File: config.mk
export PLATFORM = sky130hd
export DESIGN_NAME = c17_bist_ctrl
export DESIGN_NICKNAME = d
export VERILOG_FILES = /design/src/rtl/c17_bist_pkg.sv /design/src/rtl/bist_misr.sv /design/src/rtl/c17_bist_ctrl.sv
export SDC_FILE = /design/constraint.sdc
export NUM_CORES = 1
export LEC_CHECK = 0
export BUFFER_PORTS_ARGS = -buffer_cell sky130_fd_sc_hd__buf_2
export CAP_MARGIN = 20
export CORE_ASPECT_RATIO = 1.1
export CORE_MARGIN = 3
export CORE_UTILIZATION = 30
export DETAILED_ROUTE_END_ITERATION = 12
export PLACE_DENSITY = 0.53
export RECOVER_POWER = 25
export SLEW_MARGIN = 5
export SYNTH_ARGS = -nofsm -noshare
export SYNTH_HDL_FRONTEND = slang
export SYNTH_HIERARCHICAL = 1
export SYNTH_SLANG_ARGS = --single-unit
File: constraint.sdc
create_clock -name clk -period 1.5 [get_ports clk]
set_input_delay 0.3 -clock clk [delete_from_list [all_inputs] [get_ports clk]]
set_output_delay 0.3 -clock clk [all_outputs]
set_load 0.01 [all_outputs]
File: src/rtl/c17_bist_pkg.sv
// Shared types and helpers for the c17 BIST controller.
// MISR step function is common to the RTL and its reference model.
package c17_bist_pkg;

  typedef enum logic [1:0] {
    IDLE,
    RUN,
    CMP,
    DONE
  } state_t;

  localparam logic [7:0] SIG_POLY_DEF = 8'h1D;
  localparam logic [7:0] SIG_SEED_DEF = 8'hFF;

  // Generic-width MISR step; w is the register width (<= 32).
  function automatic logic [31:0] misr_next(
    input logic [31:0] sig,
    input logic [31:0] resp,
    input logic [31:0] poly,
    input int unsigned w
  );
    logic [31:0] m;
    logic        msb;
    m   = (w >= 32) ? '1 : ((32'd1 << w) - 32'd1);
    msb = ((sig >> (w - 1)) & 32'd1) != 32'd0;
    return ({sig[30:0], 1'b0} ^ (msb ? poly : 32'd0) ^ resp) & m;
  endfunction

endpackage

File: src/rtl/bist_misr.sv
// Multiple-input signature register compacting the CUT response.
// Seed load takes priority over a compaction step.
module bist_misr
  import c17_bist_pkg::*;
#(
  parameter int               SIG_W    = 8,
  parameter int               RSP_W    = 2,
  parameter logic [SIG_W-1:0] SIG_POLY = SIG_POLY_DEF
) (
  input  logic             clk,
  input  logic             rst_n,
  input  logic             load,
  input  logic [SIG_W-1:0] seed,
  input  logic             en,
  input  logic [RSP_W-1:0] din,
  output logic [SIG_W-1:0] sig
);

  logic [SIG_W-1:0] r_sig;
  logic [SIG_W-1:0] w_nxt;

  assign w_nxt = SIG_W'(misr_next(
    32'(r_sig), 32'(din), 32'(SIG_POLY), SIG_W));

  always_ff @(posedge clk or negedge rst_n) begin
    if (!rst_n) begin
      r_sig <= '0;
    end else if (load) begin
      r_sig <= seed;
    end else if (en) begin
      r_sig <= w_nxt;
    end
  end

  assign sig = r_sig;

endmodule

File: src/rtl/c17_bist_ctrl.sv
// BIST controller: exhaustive pattern source, MISR compaction
// and golden-signature compare for the c17 netlist.
module c17_bist_ctrl
  import c17_bist_pkg::*;
#(
  parameter int               PAT_W      = 5,
  parameter int               RSP_W      = 2,
  parameter int               SIG_W      = 8,
  parameter logic [SIG_W-1:0] SIG_POLY   = SIG_POLY_DEF,
  parameter logic [SIG_W-1:0] SIG_SEED   = SIG_SEED_DEF,
  parameter logic [SIG_W-1:0] GOLDEN_SIG = 8'h00
) (
  input  logic             clk,
  input  logic             rst_n,
  input  logic             start_i,
  input  logic             abort_i,
  input  logic [RSP_W-1:0] resp_i,
  output logic [PAT_W-1:0] pat_o,
  output logic             busy_o,
  output logic             done_o,
  output logic             pass_o,
  output logic [SIG_W-1:0] sig_o
);

  localparam int CNT_W = PAT_W + 1;

  state_t           r_state;
  logic [CNT_W-1:0] r_cnt;
  logic             r_busy;
  logic             r_done;
  logic             r_pass;

  logic [CNT_W-1:0] w_cnt_nxt;
  logic             w_last;
  logic             w_go;
  logic             w_load;
  logic             w_en;
  logic [SIG_W-1:0] w_sig;

  assign w_cnt_nxt = r_cnt + CNT_W'(1);
  // Extra counter bit flags the terminal count without aliasing.
  assign w_last    = w_cnt_nxt[PAT_W];
  assign w_go      = start_i & ~abort_i;
  assign w_load    = w_go & ((r_state == IDLE) | (r_state == DONE));
  assign w_en      = (r_state == RUN) & ~abort_i;

  bist_misr #(
    .SIG_W   (SIG_W),
    .RSP_W   (RSP_W),
    .SIG_POLY(SIG_POLY)
  ) u_misr (
    .clk  (clk),
    .rst_n(rst_n),
    .load (w_load),
    .seed (SIG_SEED),
    .en   (w_en),
    .din  (resp_i),
    .sig  (w_sig)
  );

  always_ff @(posedge clk or negedge rst_n) begin
    if (!rst_n) begin
      r_state <= IDLE;
      r_cnt   <= '0;
      r_busy  <= 1'b0;
      r_done  <= 1'b0;
      r_pass  <= 1'b0;
    end else begin
      unique case (r_state)
        IDLE: begin
          if (w_go) begin
            r_state <= RUN;
            r_cnt   <= '0;
            r_busy  <= 1'b1;
          end
        end
        RUN: begin
          if (abort_i) begin
            r_state <= IDLE;
            r_cnt   <= '0;
            r_busy  <= 1'b0;
          end else if (w_last) begin
            r_state <= CMP;
            r_cnt   <= '0;
          end else begin
            r_cnt   <= w_cnt_nxt;
          end
        end
        CMP: begin
          r_busy <= 1'b0;
          r_cnt  <= '0;
          if (abort_i) begin
            r_state <= IDLE;
          end else begin
            r_state <= DONE;
            r_done  <= 1'b1;
            r_pass  <= (w_sig == GOLDEN_SIG);
          end
        end
        DONE: begin
          if (abort_i) begin
            r_state <= IDLE;
            r_done  <= 1'b0;
            r_pass  <= 1'b0;
          end else if (start_i) begin
            r_state <= RUN;
            r_cnt   <= '0;
            r_busy  <= 1'b1;
            r_done  <= 1'b0;
            r_pass  <= 1'b0;
          end
        end
        default: begin
          r_state <= IDLE;
          r_cnt   <= '0;
          r_busy  <= 1'b0;
          r_done  <= 1'b0;
          r_pass  <= 1'b0;
        end
      endcase
    end
  end

  assign pat_o  = r_cnt[PAT_W-1:0];
  assign busy_o = r_busy;
  assign done_o = r_done;
  assign pass_o = r_pass;
  assign sig_o  = w_sig;

endmodule

==> impl_metrics.tcl <==
set metrics [dict create \
    vdd_ir_drop_max_v 0.000831 \
    stdcell_area_sq_um 1640 \
    area_growth_pct 47.7 \
    end_kind "flop" \
    layout_setup_ws_ns -0.0101 \
    ys_top_cells_by_area "dfrtp_1 (41%), nand2_1 (6.4%), ha_1 (5.6%)" \
    grt_first_pass_wirelength_microns 4300 \
    finClkSkew_ns 0.00232 \
    setup_viol_count_final 2 \
    multi_input_area_sq_um 766 \
    worstPathCellList "inv_2 -> ha_4 -> nor2_4 -> buf_6 -> or3b_1 -> o211ai_2" \
    clock_latency_ns 0.29 \
    grt_usage_pct 12.2 \
    seqCellArea_sq_um 452 \
    cts_buffers 3 \
    vias 986 \
    total_power_mw 3.13 \
    wl_microns 2650 \
    violations "setup timing" \
    ys_seq_elements 18 \
    synth.area.mux_share_pct 3.60 \
    synth_edf_count 0 \
    synth_cells 113 \
    start_util_pct 32.3 \
    drive_gt1_share_pct 49.1 \
    cts-htree-levels 1 \
    slew_violations 0 \
    dr.pass1.iters 4 \
    critical_path_arrival_ns 1.73 \
    grt_max_degree 19 \
    core_sq_um 3440 \
    min_period_ns 1.51 \
    synthArstFlopShare_pct 100 \
    cts_tree "built" \
    pwr-share-seq_pct 28.3 \
    cts.reportedPaths.clkPinSlew_ns 0.11 \
    wl_per_cell_microns 12.4 \
    leakage_nw 0.753 \
    drt-initial-drc-count 28 \
    drc 0 \
    status "finished, violations left" \
    diodes 0 \
    required_ns 1.72 \
    intPower_mw 1.85 \
    power_frac_comb_pct 63.7 \
    slowest_stage "dfrtp_2" \
    cts-root-buf "clkbuf_4" \
    max_stage_delay_ns 0.46 \
    numPortBuffers 21 \
    period_share_pct 101 \
    worstPathBufferInverterCount 2 \
    ys_seq_area_share_pct 40.5 \
    dp_hpwl_microns 1940 \
    vias_per_cell 4.63 \
    clock_path_buffers 2 \
    die_h_microns 69.8 \
    ant_nets 0 \
    regToRegSetupSlack_ns -0.01 \
    syn_avg_cell_area_sq_um 9.83 \
    hold_class "primary input to flop" \
    grt_overflow 0 \
    synthAdderAreaFrac_pct 5.63 \
    die_w_microns 64.0 \
    fin_nets 178 \
    antenna_found_initial 0 \
    timing.fmax_mhz 662 \
    synth_area_sq_um 1110 \
    p_switching_mw 1.27 \
    place_area_sq_um 1420 \
    synth_ff_type "dfrtp_1" \
    place_congestion 0.828 \
    critPathMaxFanout 5 \
    num-fill-cells 329 \
    criticalPathCategory "flop to flop" \
    rsz0062_at_grt "yes" \
    dieArea_sq_um 4470 \
    start_kind "flop" \
    p_per_area_nw_per_um2 1900 \
    cts.sinks 18 \
    rows 22 \
    synth.distinct_cells 37 \
    yosys_warnings 6 \
    max_cap_violations 0 \
    synth.largest_area_cell "dfrtp_1" \
    synth_top_cell_area_share_pct 40.5 \
    grt_pass1_vias 941 \
    synth_top_family_by_area "simple AND/OR/NAND/NOR gates" \
    place_ws_ns -0.0553 \
    pwr-share-clk_pct 8.0 \
    hold_viol 0 \
    crit_family "flip-flops" \
    final_util_pct 47.7 \
    switching_share_pct 40.8 \
    synthXorXnorAreaFrac_pct 3.94 \
    synth_compound_area_share_pct 20.0 \
    yosys.area_share.simple_pct 21.5 \
    top_level_ports 22 \
]
metal layers:
| layer | global-route usage [%] | wire length (microns) |
|---|---|---|
| met4 | 4.32 | 16 |
| met3 | 2.59 | 108 |
| met5 | 0 | 0 |
| met2 | 20.2 | 1280 |
| met1 | 15.5 | 1250 |
sequential cells by signal, indices dropped and copies added, names as in the netlist:
register	flops
u_misr/sig	8
r_cnt	5
r_state	2
busy_o	1
done_o	1
pass_o	1
cells in the mapped netlist, drive strengths merged, types with 2 or more instances:
master / n
nor2b: 2
nand2b: 3
mux2i: 4
o21ai: 14
nand2: 20
ha: 5
xnor2: 5
a21o: 2
nor2: 3
o211ai: 5
dfrtp: 18
buf: 3
inv: 5
or3b: 5
a211oi: 2
a21oi: 3
power groups by stage:
| stage | Combinational, mW | Sequential (mW) | Clock (mW) |
|---|---|---|---|
| global route | 2.16 | 0.922 | 0.291 |
| floorplan | 0.935 | 0.895 | 0 |
| detailed placement | 1.59 | 0.865 | 0 |
| CTS | 1.70 | 0.875 | 0.261 |
| finish | 1.99 | 0.885 | 0.251 |
| global placement | 1.56 | 0.866 | 0 |
per-stage QoR:
step / instances / hold slack, ns / setup TNS [ns]
finish: 213 / 0.306 / -0.0148
global route: 213 / 0.312 / -0.406
CTS: 208 / 0.300 / -0.0120
detailed placement: 203 / 0.267 / -0.307
global placement: 203 / 0.270 / -0.0660
floorplan: 120 / 0.00441 / 0
cell families (layout without fill, tap and decap cells):
logic type,after synthesis,count (layout)
other,1,8
xor gates and xnor gates,5,5
AOI/OAI and AO/OA,31,31
adders and majority gates,5,5
buffers and inverters,8,53
muxes,4,4
DFF,18,18
and+or+nand+nor,41,41
cells in the final DEF, fill, tap and decap left out, drive strengths merged:
master / count
buf: 43
nand2: 20
dfrtp: 18
o21ai: 14
conb: 8
xnor2: 5
o211ai: 5
ha: 5
or3b: 5
inv: 5
mux2i: 4
clkbuf: 4
a21oi: 3
nor2: 3
nand2b: 3
a21o: 2
nor2b: 2
a211oi: 2
nand3: 1
or2: 1
and2: 1
nor4: 1
nor3b: 1
nor3: 1
a32o: 1
and3: 1
o2bb2ai: 1
a31oi: 1
a41oi: 1
a21boi: 1
nor4b: 1
dlygate4sd3: 1
path summary, 6_finish.rpt:
path / from / end / depth (start not counted)
setup / recovery: r_state[0]$_DFFE_PN0P_ / u_misr/sig[4]$_DFFE_PN0P_ / 6
hold / removal: resp_i[0] / u_misr/sig[0]$_DFFE_PN0P_ / 3
setup reg to reg: r_state[0]$_DFFE_PN0P_ / u_misr/sig[4]$_DFFE_PN0P_ / 6
hold reg to reg: pass_o$_DFFE_PN0P_ / pass_o$_DFFE_PN0P_ / 1
max in group asynchronous: rst_n / r_state[0]$_DFFE_PN0P_ / 2
min in group asynchronous: rst_n / r_cnt[4]$_DFFE_PN0P_ / 2
worst min-delay path: stages:
cell,delay [ns]
buf_2,0.08
xnor2_1,0.06
o211ai_2,0.12
what timing repair did:
item | in CTS | in global routing
gates resized for setup | 14 | 21
hold endpoints to repair | 18 | 0
endpoints found under the setup margin | 10 | 16
setup buffers | 1 | 5
pin swaps | 9 | 15
hold buffers | 1 | 0
final cells by class:
cell class,instances,share of cell area (%)
Inverter,5,1.60
Clock buffer,3,1.37
Tap cell,48,3.66
Multi-Input combinational cell,94,46.6
Sequential cell,18,27.5
Timing Repair Buffer,45,19.2
Power figures use the tool's default switching activity.
